$ cat src/rtl/nibble_add_scheduler.sv
// -----------------------------------------------------------------------------
// nibble_add_scheduler
//
// Shares one external 4-bit adder slice between two requesters. A granted
// operation is a (4*NIBBLES)-bit unsigned add run one nibble per cycle, from
// the least-significant nibble upwards. The carry is passed from one nibble
// to the next through r_carry. The block assembles the full sum and reports
// the final carry-out as unsigned overflow.
//
// Sequence per operation: IDLE -> LOAD (gnt pulse) -> RUN (NIBBLES cycles)
// -> DONE (done pulse) -> IDLE. If both requests are high in IDLE, the grant
// alternates between the two requesters (round-robin).
//
// Ports
//   clk, rst          clock (rising edge), asynchronous active-high reset
//   reqN              request from requester N (N = 0, 1)
//   aN, bN, cinN      operands and carry-in, sampled at the end of the gnt cycle
//   gntN              one-cycle grant pulse (LOAD state)
//   doneN             one-cycle completion pulse (DONE state)
//   result, overflow  sum and carry-out of the top nibble; valid while doneN=1
//   owner             requester currently or most recently granted
//   busy              high in LOAD, RUN and DONE
//   add_a, add_b      operand nibbles to the external adder (0 outside RUN)
//   add_cin           carry-in to the external adder (0 outside RUN)
//   add_sum, add_cout combinational sum and carry-out from the external adder
// -----------------------------------------------------------------------------
module nibble_add_scheduler #(
  parameter int NIBBLES = 16
) (
  input  logic                   clk,
  input  logic                   rst,
  input  logic                   req0,
  input  logic [4*NIBBLES-1:0]   a0,
  input  logic [4*NIBBLES-1:0]   b0,
  input  logic                   cin0,
  output logic                   gnt0,
  output logic                   done0,
  input  logic                   req1,
  input  logic [4*NIBBLES-1:0]   a1,
  input  logic [4*NIBBLES-1:0]   b1,
  input  logic                   cin1,
  output logic                   gnt1,
  output logic                   done1,
  output logic [4*NIBBLES-1:0]   result,
  output logic                   overflow,
  output logic                   owner,
  output logic                   busy,
  output logic [3:0]             add_a,
  output logic [3:0]             add_b,
  output logic                   add_cin,
  input  logic [3:0]             add_sum,
  input  logic                   add_cout
);

  localparam int W     = 4 * NIBBLES;
  localparam int IDX_W = (NIBBLES > 1) ? $clog2(NIBBLES) : 1;

  typedef enum logic [1:0] {
    S_IDLE,
    S_LOAD,
    S_RUN,
    S_DONE
  } state_t;

  state_t             r_state;
  state_t             w_next;
  logic               r_owner;
  logic               r_last_owner;
  logic [IDX_W-1:0]   r_idx;
  logic               r_carry;
  logic [W-1:0]       r_sha;
  logic [W-1:0]       r_shb;
  logic [W-1:0]       r_result;
  logic               r_overflow;

  logic               w_grant;
  logic               w_sel;
  logic               w_last;

  assign w_last = (r_idx == IDX_W'(NIBBLES - 1));

  // ---------------------------------------------------------------------------
  // Next-state and output decode
  // ---------------------------------------------------------------------------
  always_comb begin
    // NOTE: every signal gets a default before the case so that no path
    // leaves one unassigned; an unassigned path would infer a latch.
    w_next  = r_state;
    w_grant = 1'b0;
    w_sel   = r_owner;
    gnt0    = 1'b0;
    gnt1    = 1'b0;
    done0   = 1'b0;
    done1   = 1'b0;
    add_a   = 4'h0;
    add_b   = 4'h0;
    add_cin = 1'b0;

    case (r_state)
      S_IDLE: begin
        if (req0 && req1) begin
          // Tie: give it to whoever did not go last.
          w_grant = 1'b1;
          w_sel   = ~r_last_owner;
        end else if (req0) begin
          w_grant = 1'b1;
          w_sel   = 1'b0;
        end else if (req1) begin
          w_grant = 1'b1;
          w_sel   = 1'b1;
        end
        if (w_grant) begin
          w_next = S_LOAD;
        end
      end

      S_LOAD: begin
        gnt0   = ~r_owner;
        gnt1   = r_owner;
        w_next = S_RUN;
      end

      S_RUN: begin
        add_a   = r_sha[4*r_idx +: 4];
        add_b   = r_shb[4*r_idx +: 4];
        add_cin = r_carry;
        if (w_last) begin
          w_next = S_DONE;
        end
      end

      S_DONE: begin
        done0  = ~r_owner;
        done1  = r_owner;
        w_next = S_IDLE;
      end

      default: begin
        w_next = S_IDLE;
      end
    endcase
  end

  // ---------------------------------------------------------------------------
  // Control and result registers
  // ---------------------------------------------------------------------------
  // NOTE: sequential state is updated with non-blocking assignments only, so
  // every register samples values from before the edge regardless of order.
  always_ff @(posedge clk or posedge rst) begin
    if (rst) begin
      r_state      <= S_IDLE;
      r_owner      <= 1'b0;
      r_last_owner <= 1'b1;
      r_idx        <= '0;
      r_carry      <= 1'b0;
      r_result     <= '0;
      r_overflow   <= 1'b0;
    end else begin
      r_state <= w_next;
      case (r_state)
        S_IDLE: begin
          if (w_grant) begin
            r_owner <= w_sel;
          end
        end
        S_LOAD: begin
          r_carry <= r_owner ? cin1 : cin0;
          r_idx   <= '0;
        end
        S_RUN: begin
          r_result[4*r_idx +: 4] <= add_sum;
          r_carry                <= add_cout;
          r_idx                  <= r_idx + 1'b1;
          if (w_last) begin
            r_overflow <= add_cout;
          end
        end
        S_DONE: begin
          r_last_owner <= r_owner;
        end
        default: ;
      endcase
    end
  end

  // ---------------------------------------------------------------------------
  // Operand shadow registers
  // ---------------------------------------------------------------------------
  // NOTE: the shadows are always written in LOAD before RUN reads them, and
  // they never reach an output outside RUN, so they carry no reset.
  always_ff @(posedge clk) begin
    if (r_state == S_LOAD) begin
      r_sha <= r_owner ? a1 : a0;
      r_shb <= r_owner ? b1 : b0;
    end
  end

  assign result   = r_result;
  assign overflow = r_overflow;
  assign owner    = r_owner;
  assign busy     = (r_state != S_IDLE);

endmodule

$ cat config.mk
export PLATFORM = sky130hd
export DESIGN_NAME = nibble_add_scheduler
export DESIGN_NICKNAME = d
export VERILOG_FILES = /design/src/rtl/nibble_add_scheduler.sv
export SDC_FILE = /design/constraint.sdc
export NUM_CORES = 1
export LEC_CHECK = 0
export ABC_AREA = 0
export CORE_ASPECT_RATIO = 0.75
export CORE_UTILIZATION = 46
export CTS_CLUSTER_SIZE = 14
export DETAILED_ROUTE_END_ITERATION = 10
export PLACE_DENSITY_LB_ADDON = 0.25
export SYNTH_ARGS = -nofsm -noshare
export SYNTH_HDL_FRONTEND = slang
export SYNTH_SLANG_ARGS = --single-unit
$ cat constraint.sdc
create_clock -name clk -period 5.9 [get_ports clk]
set_input_delay 0.885 -clock clk [delete_from_list [all_inputs] [get_ports clk]]
set_output_delay 0.885 -clock clk [all_outputs]
set_load 0.1 [all_outputs]
## Yosys cells after proc, flatten, opt, wreduce, memory -nomap -nowiden

Index checks and enable logic that the tools add are counted.

| storage, ports and cells | value |
|---|---|
| bits in registers | 202 |
| input port bits | 267 |
| output and inout bits | 80 |
| logic and storage cells | 55 |

| cells by class | value |
|---|---|
| add/sub/neg operators | 2 |
| equal/unequal tests | 6 |
| shift operators | 4 |
| multiplexer cells | 24 |
| bitwise logic cells | 2 |
| reduce and logical (&&, ||, !) cells | 8 |

Operators by type and width:

| cell | number |
|---|---|
| 64-bit two-way mux | 2 |
| 64-bit by 7-bit indexed part select with 4-bit output | 2 |
| 64-bit bitwise mux | 1 |
| 4-bit by 34-bit variable shift with 64-bit output (first input constant) | 1 |
| 4-bit by 34-bit indexed part select with 64-bit output | 1 |
| 6-bit negation with 34-bit output | 1 |
| 1-bit two-way mux | 14 |
| 4-bit two-way mux | 2 |
| 2-bit one-hot mux with 4 select lines | 1 |
| 4-bit one-hot mux with 2 select lines | 1 |
| 4-bit by 1-bit adder with 4-bit output (second input constant) | 1 |
| 2-bit == test (second input constant) | 2 |
| 4-bit == test (second input constant) | 1 |
| 2-bit two-way mux | 2 |
| 2-bit AND reduction | 2 |
| 2-bit nonzero test | 2 |
| 3-bit AND reduction | 1 |
| 3-bit nonzero test | 1 |
| 2-bit by 1-bit == test with 1-bit output (second input constant) | 1 |
| 2-bit zero test | 1 |
| 2-bit by 1-bit != test with 1-bit output (second input constant) | 1 |
| 2-bit != test (second input constant) | 1 |
| 1-bit inverter | 2 |
| 1-bit one-hot mux with 2 select lines | 1 |
| 1-bit logical AND | 1 |

## Depth between registers and ports, before layout

| logic depth | value |
|---|---|
| word-level depth | 6 |
| gate-level depth with buffers | 10 |
| mapped depth without buffers | 6 |

## Least setup slack after synthesis

Ideal clock, no wire load.

| timing | value |
|---|---|
| path kind | register to output |
| from | register r_state[1] |
| to | output port gnt0 |
| data arrival time | 5.029 ns |
| required time | 5.015 ns |
| path slack | -0.014 ns |
| stages on the path, launching flop included | 4 |
| path buffers | 0 |
| path through | dfrtp_1 inv_1 ha_1 nor2b_1 |

| between the ends | value |
|---|---|
| word-level cells in the longest chain between the ends | 2 |

RTL lines:

| item | RTL line | text |
|---|---|---|
| start, declared | 65 | `state_t r_state;` |
| start signal, assigned | 159 | `r_state <= w_next;` |
| 2-bit by 1-bit == test with 1-bit output | 99 | `case (r_state)` |
| 1-bit two-way mux | 99 |  |
| end, declared | 36 | `output logic gnt0,` |

No other way between the ends.

## Final worst setup path

| timing | value |
|---|---|
| from | register r_idx[1] |
| to | output port add_a[1] |

| between the ends | value |
|---|---|
| word-level cells in the longest chain between the ends | 2 |

RTL lines:

| item | RTL line | text |
|---|---|---|
| start, declared | 69 | `logic [IDX_W-1:0] r_idx;` |
| start signal, assigned | 173 | `r_idx <= r_idx + 1'b1;` |
| 64-bit by 7-bit indexed part select with 4-bit output | 124 | `add_a = r_sha[4*r_idx +: 4];` |
| 4-bit two-way mux | 99 |  |
| end, declared | 48 | `output logic [3:0] add_a,` |

No other way between the ends.

==> results by group <==
Global routing
  • Global-route wire length before repair: 38,500 µm
  • Vias in the first global route: 6,645
  • Largest net degree at the start of global routing: 74
  • Total gr overflow: 0
  • Gr usage total: 24.1%
  • Initial antenna violation count: 0

Clock tree
  • Post-CTS sizing: 0
  • Root Driver: clkbuf_16
  • Inserted Clock Buffers: 21
  • H-tree level count: 1
  • Clk sink count: 202
  • TritonCTS clock tree: built
  • Clock transition at the registers of the reported paths: 60 ps
  • Post-CTS Repair Setup Buffers: 0
  • Worst-case clock buffer depth: 3
  • Worst-Skew Late Latency: 490 ps
  • Cts-stage hold buffer count: 0

Synth
  • Post-Synth Adder-Cell Area: 1.16%
  • Mux cell area share after synthesis: 30.4%
  • Net Count, Synth: 919
  • Simple-gate area share of the yosys netlist: 4.51%
  • Syn avg cell area: 15.1 µm²
  • Syn Std Cell Area: 0.00972 mm²
  • Largest family of logic cells by synthesized area: multiplexers
  • Post-synth EDFFs: 128
  • Most frequently used flop master after synthesis: edfxtp_1
  • Post-Syn Instances: 643
  • Async SR Flop Fraction: 36.6%
  • Synth Area in Compound Gates: 2.68%
  • Seq/Total Area, Yosys: 58.6%
  • Synth Register Bits: 202
  • Netlist cell types: 37
  • Post-Synth XOR/XNOR Area: 0.180%
  • Yosys warns: 0

Critical path
  • Crit. End Element: primary output
  • Nature of the critical path startpoint: flip-flop
  • Critical Setup Path Class: flip-flop to primary output
  • CP Cell Sequence: mux2i_1 -> a221oi_1 -> o21ai_0 -> o21ai_0 -> clkdlybuf4s50_1
  • CP required: 5020 ps
  • WP data arrival: 3830 ps
  • Worst path buffer plus inverter count: 1
  • CP delay by family, top: buffers and inverters
  • Slowest CP cell: clkdlybuf4s50_1
  • Slowest Stage Delay on Critical Path: 1200 ps
  • Critical path peak fanout: 42
  • CP most frequent cell: o21ai_0

Floorplan
  • Num rows: 45
  • Overall die height: 128 µm
  • Starting Density: 47.4%
  • Die X: 170 µm
  • Die area: 0.0217 mm²
  • Core area: 0.0205 mm²
  • # IOs: 347

Power and ir drop
  • Worst VDD drop: 321 µV
  • PD cells: 454 mW/mm²
  • Switch Pwr: 2.47 mW
  • Clock power frac: 20.9%
  • Logic pwr share: 42.2%
  • Overall power: 6.43 mW
  • P_int: 3.96 mW
  • Flop pwr share: 36.9%
  • Sw Share: 38.4%
  • Leak: 5.15 nW

Layout
  • Fin nets: 1,259
  • Fill cells: 1,499
  • Antenna Cells: 0
  • Layout Cells excl Fill: 1,279
  • Most frequent cells in the layout: 346 x clkdlybuf4s50_1, 179 x mux2_2, 128 x edfxtp_1
  • Layout area overhead: 45.6%
  • Final instance area: 0.0142 mm²
  • Most common cell after layout, fill and taps aside: clkdlybuf4s50_1
  • Layout cells sized above 1: 25.5%

Timing
  • Final Hold Violating Endpoints: 0
  • Max-slew headroom: 24.8%
  • Post-Route Setup TNS: 0 ps
  • Hold WS: 488 ps
  • Final setup vio count: 0
  • Fin crit share: 79.9%
  • Max Clk Rate: 212 MHz
  • Actual slew at the worst max-slew pin: 1120 ps
  • Clock Skew: 10.2 ps
  • Unrepaired setup endpoints after global routing: false
  • Final min period: 4720 ps
  • Fin. max-slew vios: 0

Place
  • Dpl cells: 1,242
  • Port buffer count: 346
  • HPWL Detailed: 19,600 µm
  • Final GP Congestion: 0.820
  • Cell Area, Placed: 0.0134 mm²

Routing
  • Vias post-DR: 6,714
  • DRT iter0 DRCs: 347
  • Vias/cell: 5.25
  • Drt total wl: 26,300 µm
  • Wire per inst: 20.6 µm
  • Drt drc: 0
  • Drt pass-1 iters: 5
  • Number of routed nets with antenna violations: 0

Flow run
  • Max-Cap Viols: 0

Status
  • Status: finished clean

Worst hold path
  • Hold WC Path Type: flip-flop to flip-flop
power by group through the flow:
stage / logic [mW] / registers [mW] / clock network (mW)
CTS: 2.74 / 2.37 / 1.37
global placement: 2.69 / 2.39 / 0
floorplan: 1.64 / 2.67 / 0
finish: 2.71 / 2.37 / 1.34
global route: 2.86 / 2.42 / 1.42
detailed placement: 2.72 / 2.39 / 0
synth_stat cells (10+ instances only):
cell,n,area share [%]
mux2_2,179,21
edfxtp_1,128,40
dfrtp_1,73,19
nand2_1,36,1.4
mux2i_1,35,3.6
inv_1,26,1.0
mux4_2,26,6.0
o21ai_0,22,1.1
nor3_1,19,0.98
clkbuf_1,17,0.66
buf_2,15,0.77
nor2_1,10,0.39
final timing paths:
| path | start | end | slack (ps) | cells past startpoint |
|---|---|---|---|---|
| min in group asynchronous | rst | result[48] | 620 | 2 |
| max in group asynchronous | rst | owner | 4130 | 3 |
| min reg2reg | result[1] | result[1] | 490 | 2 |
| min | result[1] | result[1] | 490 | 2 |
| max | r_idx[1] | add_a[1] | 1180 | 5 |
| max reg2reg | r_idx[1] | result[8] | 2270 | 6 |
cell families after synthesis:
kind of cell | Yosys count
multiplexers | 240
flip-flops | 202
AND/OR/NAND/NOR | 90
buffers and inverters | 60
AO/OA/AOI/OAI | 40
adder cells (fa/ha/maj) | 9
XOR/XNOR | 2
per-layer routing:
metal,global-route usage (%),wire (µm),vias to the layer above
li1,-,-,3120
met1,33.9,11500,3252
met2,39.4,12400,314
met3,4.20,2010,28
met4,4.82,413,0
met5,0,0,-
flip-flops by register name (all words and copies together), names as in the netlist:
name and count:
overflow 1, r_carry 1, r_state 2, owner 1, r_idx 4, r_shb 64, result 64, r_last_owner 1
r_sha 64
metrics by stage:
| step | worst slack, ps | util (%) |
|---|---|---|
| floorplan | 1360 | - |
| global placement | 1730 | 65.6 |
| detailed placement | 1700 | 65.6 |
| CTS | 1160 | 69.1 |
| global route | 1030 | 69.1 |
| finish | 1180 | 69.1 |
layout make-up:
cell class              instances  area (µm²)  area share, %
inverters                      26        97.6          0.689
repair buffers                351        3500           24.7
multi-input cells             381        3790           26.8
clock inverters                 7        60.1          0.424
well taps                     282         353           2.49
clock buffers                  30         648           4.58
flip-flops and latches        202        5700           40.3
tightest hold or removal path, stage by stage (launching register included):
cell and delay [ps]:
dfrtp_1 350, nand2_1 50, o21ai_0 60
Power figures use the tool's default switching activity.
